`src/rtl/esd_pkg.sv`:
```
// Shared definitions for the emergency-shutdown restart path: sequencer
// state encoding, timing defaults and channel-count limits.
package esd_pkg;

    typedef enum logic [2:0] {
        SEQ_IDLE      = 3'd0,
        SEQ_STEP_WAIT = 3'd1,
        SEQ_CONFIRM   = 3'd2,
        SEQ_RUNNING   = 3'd3,
        SEQ_FAULT     = 3'd4
    } seq_state_t;

    localparam int CLK_FREQ_HZ        = 50_000_000;
    localparam int DEF_STEP_CYCLES    = 50_000;
    localparam int DEF_CONFIRM_CYCLES = 25_000;
    localparam int MAX_CH             = 8;
    localparam int CH_W               = 3;

    // Index of the lowest set bit; returns 0 when no bit is set.
    function automatic logic [CH_W-1:0] lowest_set(input logic [MAX_CH-1:0] mask);
        logic [CH_W-1:0] idx;
        idx = '0;
        for (int i = MAX_CH - 1; i >= 0; i--) begin
            if (mask[i]) begin
                idx = CH_W'(i);
            end
        end
        return idx;
    endfunction

endpackage

```
`src/rtl/actuator_restart_seq_timer.sv`:
```
// Loadable down-counter shared by the step-delay and confirm-window intervals.
// It holds at zero rather than wrapping.
module seq_timer #(
    parameter int W = 16
) (
    input  logic         clk,
    input  logic         rst_n,
    input  logic         load,
    input  logic         dec,
    input  logic [W-1:0] load_val,
    output logic [W-1:0] value,
    output logic         zero
);

    logic [W-1:0] cnt_q;
    logic [W-1:0] cnt_d;

    always_comb begin
        cnt_d = cnt_q;
        if (load) begin
            cnt_d = load_val;
        end else if (dec && (cnt_q != '0)) begin
            cnt_d = cnt_q - W'(1);
        end
    end

    always_ff @(posedge clk or negedge rst_n) begin
        if (!rst_n) begin
            cnt_q <= '0;
        end else begin
            cnt_q <= cnt_d;
        end
    end

    assign value = cnt_q;
    assign zero  = (cnt_q == '0);

endmodule

```
`src/rtl/actuator_restart_seq.sv`:
```
// Staged actuator re-enable sequencer: enables channels one at a time after a
// start, waits for each channel's feedback, and latches a fault on timeout or loss.
module actuator_restart_seq
    import esd_pkg::*;
#(
    parameter int N_CH           = 4,
    parameter int STEP_CYCLES    = DEF_STEP_CYCLES,
    parameter int CONFIRM_CYCLES = DEF_CONFIRM_CYCLES
) (
    input  logic            clk,
    input  logic            rst_n,
    input  logic            shutdown_in,
    input  logic            start,
    input  logic            clr,
    input  logic [N_CH-1:0] fb_ok,
    output logic [N_CH-1:0] en_out,
    output logic            busy,
    output logic            ready,
    output logic            fault,
    output logic [2:0]      fault_ch
);

    localparam int MAX_CYC = (STEP_CYCLES > CONFIRM_CYCLES) ? STEP_CYCLES : CONFIRM_CYCLES;
    localparam int CNT_W   = (MAX_CYC > 1) ? $clog2(MAX_CYC) : 1;

    localparam logic [CNT_W-1:0] STEP_LOAD    = CNT_W'(STEP_CYCLES - 1);
    localparam logic [CNT_W-1:0] CONFIRM_LOAD = CNT_W'(CONFIRM_CYCLES - 1);

    localparam logic [2:0] ST_IDLE      = 3'(SEQ_IDLE);
    localparam logic [2:0] ST_STEP_WAIT = 3'(SEQ_STEP_WAIT);
    localparam logic [2:0] ST_CONFIRM   = 3'(SEQ_CONFIRM);
    localparam logic [2:0] ST_RUNNING   = 3'(SEQ_RUNNING);
    localparam logic [2:0] ST_FAULT     = 3'(SEQ_FAULT);

    logic [2:0]      state_q,    state_d;
    logic [N_CH-1:0] en_q,       en_d;
    logic [CH_W-1:0] ch_q,       ch_d;
    logic [CH_W-1:0] fault_ch_q, fault_ch_d;

    logic             tmr_load;
    logic             tmr_dec;
    logic [CNT_W-1:0] tmr_load_val;
    logic [CNT_W-1:0] tmr_value;
    logic             tmr_zero;

    seq_timer #(
        .W (CNT_W)
    ) u_timer (
        .clk      (clk),
        .rst_n    (rst_n),
        .load     (tmr_load),
        .dec      (tmr_dec),
        .load_val (tmr_load_val),
        .value    (tmr_value),
        .zero     (tmr_zero)
    );

    // Per-channel decode of the current step and of the already-confirmed set.
    logic [N_CH-1:0] ch_onehot;
    logic [N_CH-1:0] confirmed;

    for (genvar gi = 0; gi < N_CH; gi++) begin : g_ch
        assign ch_onehot[gi] = (ch_q == CH_W'(gi));
        assign confirmed[gi] = (state_q == ST_RUNNING) || (CH_W'(gi) < ch_q);
    end

    logic            health_active;
    logic [N_CH-1:0] lost_mask;
    logic            lost_any;
    logic [CH_W-1:0] lost_idx;
    logic            fb_cur;
    logic            ch_last;

    assign health_active = (state_q == ST_STEP_WAIT) || (state_q == ST_CONFIRM) ||
                           (state_q == ST_RUNNING);
    assign lost_mask     = confirmed & ~fb_ok & {N_CH{health_active}};
    assign lost_any      = |lost_mask;
    assign lost_idx      = lowest_set(MAX_CH'(lost_mask));
    assign fb_cur        = |(fb_ok & ch_onehot);
    assign ch_last       = (ch_q == CH_W'(N_CH - 1));

    always_comb begin
        state_d      = state_q;
        en_d         = en_q;
        ch_d         = ch_q;
        fault_ch_d   = fault_ch_q;
        tmr_load     = 1'b0;
        tmr_dec      = 1'b0;
        tmr_load_val = '0;

        if (shutdown_in) begin
            // A latched fault survives shutdown; anything else drops back to IDLE.
            if (state_q != ST_FAULT) begin
                state_d = ST_IDLE;
                en_d    = '0;
                ch_d    = '0;
            end
        end else if (lost_any) begin
            state_d    = ST_FAULT;
            en_d       = '0;
            fault_ch_d = lost_idx;
        end else begin
            case (state_q)
                ST_IDLE: begin
                    if (start) begin
                        state_d      = ST_STEP_WAIT;
                        ch_d         = '0;
                        tmr_load     = 1'b1;
                        tmr_load_val = STEP_LOAD;
                    end
                end
                ST_STEP_WAIT: begin
                    if (tmr_zero) begin
                        state_d      = ST_CONFIRM;
                        en_d         = en_q | ch_onehot;
                        tmr_load     = 1'b1;
                        tmr_load_val = CONFIRM_LOAD;
                    end else begin
                        tmr_dec = 1'b1;
                    end
                end
                ST_CONFIRM: begin
                    if (fb_cur) begin
                        if (ch_last) begin
                            state_d = ST_RUNNING;
                        end else begin
                            state_d      = ST_STEP_WAIT;
                            ch_d         = ch_q + CH_W'(1);
                            tmr_load     = 1'b1;
                            tmr_load_val = STEP_LOAD;
                        end
                    end else if (tmr_zero) begin
                        state_d    = ST_FAULT;
                        en_d       = '0;
                        fault_ch_d = ch_q;
                    end else begin
                        tmr_dec = 1'b1;
                    end
                end
                ST_RUNNING: begin
                end
                ST_FAULT: begin
                    if (clr) begin
                        state_d    = ST_IDLE;
                        ch_d       = '0;
                        fault_ch_d = '0;
                    end
                end
                default: begin
                    state_d = ST_IDLE;
                    en_d    = '0;
                    ch_d    = '0;
                end
            endcase
        end
    end

    always_ff @(posedge clk or negedge rst_n) begin
        if (!rst_n) begin
            state_q    <= ST_IDLE;
            en_q       <= '0;
            ch_q       <= '0;
            fault_ch_q <= '0;
        end else begin
            state_q    <= state_d;
            en_q       <= en_d;
            ch_q       <= ch_d;
            fault_ch_q <= fault_ch_d;
        end
    end

    // Shutdown must cut the enables within the same cycle, ahead of any register.
    assign en_out   = en_q & ~{N_CH{shutdown_in}};
    assign busy     = (state_q == ST_STEP_WAIT) || (state_q == ST_CONFIRM);
    assign ready    = (state_q == ST_RUNNING);
    assign fault    = (state_q == ST_FAULT);
    assign fault_ch = fault_ch_q;

endmodule

```
`config.mk`:
```
export PLATFORM = sky130hd
export DESIGN_NAME = actuator_restart_seq
export DESIGN_NICKNAME = d
export VERILOG_FILES = /design/src/rtl/esd_pkg.sv /design/src/rtl/actuator_restart_seq_timer.sv /design/src/rtl/actuator_restart_seq.sv
export SDC_FILE = /design/constraint.sdc
export NUM_CORES = 1
export LEC_CHECK = 0
export ABC_AREA = 1
export CAP_MARGIN = 20
export CELL_PAD_IN_SITES_DETAIL_PLACEMENT = 2
export CELL_PAD_IN_SITES_GLOBAL_PLACEMENT = 2
export CORE_MARGIN = 1
export CORE_UTILIZATION = 33
export DETAILED_ROUTE_END_ITERATION = 12
export GPL_TIMING_DRIVEN = 0
export HOLD_SLACK_MARGIN = 0.1
export PLACE_DENSITY_LB_ADDON = 0.1
export SYNTH_ARGS = -nofsm -noshare
export SYNTH_HDL_FRONTEND = slang
export SYNTH_SLANG_ARGS = --single-unit
```
`constraint.sdc`:
```
create_clock -name clk -period 2.4 [get_ports clk]
set_clock_uncertainty 0.05 [all_clocks]
set_input_delay 0.24 -clock clk [delete_from_list [all_inputs] [get_ports clk]]
set_output_delay 0.24 -clock clk [all_outputs]
set_load 0.02 [all_outputs]
```
==> summary.txt, run 1 <==
Setup path
  – R2r worst-path depth: 12
  – Critical path's slowest cell: clkdlybuf4s50_1
  – R2r startpoint: ch_q[0]
  – Crit-path cells: inv_1 -> nand2_1 -> nor2_2 -> clkdlybuf4s50_1
  – Worst reg-to-reg setup slack: 0.20 ns
  – Crit-path max cell delay: 0.68 ns
  – Crit path max fanout: 6
  – Setup Crit Path Kind: reg -> out
  – Critical path launch point type: flop
  – Critical Path RT: 2.11 ns
  – CP Capture Type: output port
  – FF-to-FF End: u_timer.value[3]
  – Critical Path AT: 2.03 ns

Synthesis
  – Top cells by area, synth: dfrtp_1 31%, nand2_1 18%, nor2_1 6.5%
  – Async S/R FF share, synth: 100%
  – Yosys top cell area share: 31.3%
  – Post-Synthesis Cells: 340
  – Post-synth EDFFs: 0
  – Largest area contributor in the netlist: dfrtp_1
  – Yosys cell types: 32
  – Flops & latches, synth: 29
  – Post-synth net total: 354
  – Sequential-to-total area share from yosys stat: 31.3%
  – Post-Syn Area per Cell: 6.82 sq um
  – Yosys Warn Count: 0
  – Mapped Area: 2320 sq um
  – Most used DFF post-synth: dfrtp_1

STA
  – Achievable Freq: 431 MHz
  – Total negative slack: 0 ns
  – Final slew viol count: 0
  – Fin. Hold Viols: 0
  – RSZ-0062 raised after global routing: no
  – Final period util: 96.7%
  – Final WS setup: 0.0789 ns
  – Final setup viols: 0
  – Final min period: 2.32 ns
  – Slew @ Worst Pin: 0.745 ns
  – Max-Slew Margin vs Limit: 50.3%

Die
  – Die X: 85.8 microns
  – Die H: 85.8 microns
  – DIE AREA: 7370 sq um
  – Cell Rows: 30
  – Core area: 6790 sq um
  – Initial Util: 34.1%
  – # IOs: 19

Cells and area
  – Register area: 728 sq um
  – Area growth from synthesis to final layout: 18.6%
  – Fillers: 844
  – Final cell count without fillers: 462
  – Fraction of layout cells with a size suffix above 1: 14.5%
  – NumNets Final: 379
  – Antenna fix cells: 0
  – Core Util, Final: 40.5%
  – Area of the multi-input gates: 1430 sq um

Place
  – Port Buffers: 17
  – Routability Congestion: 0.790
  – Detailed Place HPWL: 5.70 mm
  – Placed Instances: 453
  – Place WS: 0.100 ns

Power and ir drop
  – Power per cell area: 1030 nW/um^2
  – Clock power frac: 19.8%
  – Net Sw Power: 0.00138 W
  – Leak pwr: 1.33 nW
  – Net Sw Frac: 48.9%
  – Comb pwr share: 53.3%
  – Max rail drop VDD: 0.316 mV
  – Sequential power share: 26.9%
  – Internal Power: 0.00145 W

GRT
  – Global-route wire length before repair: 12.9 mm
  – Pin count of the biggest net entering global routing: 30
  – Initial antenna violation count: 0
  – Global Route Usage Sum: 22.9%
  – Total gr overflow: 0
  – Vias in the first global route: 2470

Clock tree
  – H-tree depth: 2
  – Clk root buf: clkbuf_8
  – Sink Count: 29
  – Clock-pin slew on the worst setup and hold paths: 0.07 ns
  – Longest Clk Path Bufs: 2
  – Clk_lat worst skew: 0.29 ns
  – Setup bufs post-CTS: 0
  – CTS Buf Count: 5
  – CTS tree: built

Run
  – MaxCap Viol Count: 0

Routing
  – Pre-antenna DRT Iters: 4
  – Drt wl/cell: 16.6 microns
  – Routed via count: 2332
  – Post-Route WL: 7.67 mm
  – DRC viols: 0
  – DRT iter0 DRCs: 77
  – Vias per inst: 5.05
  – Post-DRT Antenna Nets: 0

Run status
  – Run status: complete, no violations

Hold path
  – Hold Startpoint: shutdown_in
  – Hold path endpoint: state_q[0]
  – Hold Crit Depth: 4
  – Worst Hold Class: in -> reg
worst max-delay path: cells and delay by family (launching register included):
family        cells  cell delay, ns
buf+inv           2            0.84
flops             1            0.43
simple gates      2            0.47
kinds of logic (layout without fill, tap and decap cells):
kind of cell | after synthesis | after routing | share of synthesized area, %
xor+xnor | 10 | 10 | 3.78
flops | 29 | 29 | 31.3
fa+ha+maj | 5 | 5 | 2.70
buf+inv | 43 | 69 | 7.77
simple gates | 219 | 219 | 46.4
compound gates | 34 | 34 | 8.09
stage by stage:
| step | total power [W] | area (sq um) | hold slack (ns) |
|---|---|---|---|
| floorplan | 0.00180 | 2320 | -0.106 |
| global placement | 0.00218 | 2610 | 0.404 |
| detailed placement | 0.00224 | 2610 | 0.306 |
| CTS | 0.00285 | 2740 | 0.411 |
| global route | 0.00306 | 2750 | 0.448 |
| finish | 0.00283 | 2750 | 0.409 |
synthesized netlist by cell type, types with 2 or more instances:
master,count
nand2_1,109
nor2_1,40
inv_1,31
dfrtp_1,29
nand3_1,28
o21ai_0,13
a21oi_1,9
o21ai_1,8
xor2_1,8
nor2_2,7
inv_2,6
nand2_2,6
ha_1,5
nor2_4,5
nor3_1,5
nand2_4,4
nand3_2,4
nand3b_1,4
buf_2,2
nand2_8,2
nand4_1,2
nor2_8,2
xnor2_1,2
timing repair:
| action | CTS | global route |
|---|---|---|
| endpoints found under the setup margin | 1 | 10 |
| pin swaps | 0 | 0 |
| gates resized for setup | 2 | 4 |
| hold endpoints to repair | 29 | 0 |
| hold buffers | 1 | 0 |
registers in the layout, indices dropped and copies added, names as in the netlist:
| register | cells |
|---|---|
| fault_ch | 3 |
| en_q | 4 |
| state_q | 3 |
| u_timer.value | 16 |
| ch_q | 3 |
power groups by stage:
stage	sequential, W	combinational (W)	clock (W)
2_1_floorplan	0.000728	0.00107	0
5_1_grt	0.000781	0.00169	0.000588
4_1_cts	0.000760	0.00152	0.000571
6_report	0.000762	0.00151	0.000560
3_5_place_dp	0.000764	0.00148	0
3_3_place_gp	0.000758	0.00143	0
layout by cell type (no fill, tap or decap), drive strengths merged:
cell type,Yosys,routed
a211oi,1,1
a21oi,9,9
buf,4,5
bufinv,0,1
clkbuf,0,7
clkdlybuf4s50,0,16
clkinv,1,1
dfrtp,29,29
dlygate4sd3,0,1
ha,5,5
inv,38,38
nand2,121,121
nand3,32,32
nand3b,4,4
nand4,2,2
nor2,54,54
nor3,5,5
o211ai,1,1
o21ai,22,22
o22ai,1,1
or2,1,1
xnor2,2,2
xor2,8,8
worst max path at each step:
stage / start / to / slack [ns] / depth (start not counted)
5_1_grt: u_timer.value[7] / u_timer.value[3] / 0.01 / 10
2_1_floorplan: ch_q[0] / u_timer.value[4] / 0.55 / 12
3_3_place_gp: ch_q[0] / u_timer.value[13] / 0.19 / 12
3_5_place_dp: ch_q[0] / u_timer.value[3] / 0.10 / 12
4_1_cts: ch_q[0] / u_timer.value[3] / 0.04 / 12
6_report: state_q[1] / fault / 0.08 / 4
per-layer routing:
metal	up-vias	GRT usage [%]	share of wire (%)
li1	1119	-	-
met1	1179	31.3	50
met2	28	38.5	47
met3	6	3.56	2.6
met4	0	4.55	0.82
met5	-	0	0
cell type report:
| type | count | area share [%] |
|---|---|---|
| clock buffers | 7 | 3.14 |
| multi-input cells | 268 | 51.8 |
| clock inverters | 1 | 1.09 |
| flip-flops and latches | 29 | 26.5 |
| plain buffers | 4 | 1.27 |
| inverters | 39 | 5.50 |
| well taps | 96 | 4.37 |
| repair buffers | 18 | 6.37 |
Note: power is estimated with default switching activity, not from simulation.
==> run 2, diff against run 1 <==
--- a/config.mk
+++ b/config.mk
@@ -15,6 +15,7 @@
 export GPL_TIMING_DRIVEN = 0
 export HOLD_SLACK_MARGIN = 0.1
 export PLACE_DENSITY_LB_ADDON = 0.1
+export SKIP_LAST_GASP = 1
 export SYNTH_ARGS = -nofsm -noshare
 export SYNTH_HDL_FRONTEND = slang
 export SYNTH_SLANG_ARGS = --single-unit
==> results of run 2 <==
Same layout as run 1: the final DEF is identical, and so are final timing and power.
==> run 3, diff against run 2 <==
--- a/config.mk
+++ b/config.mk
@@ -6,6 +6,7 @@
 export NUM_CORES = 1
 export LEC_CHECK = 0
 export ABC_AREA = 1
+export ABC_CLOCK_PERIOD_IN_PS = 2400
 export CAP_MARGIN = 20
 export CELL_PAD_IN_SITES_DETAIL_PLACEMENT = 2
 export CELL_PAD_IN_SITES_GLOBAL_PLACEMENT = 2
==> results of run 3 <==
Same layout as run 1: the final DEF is identical, and so are final timing and power.
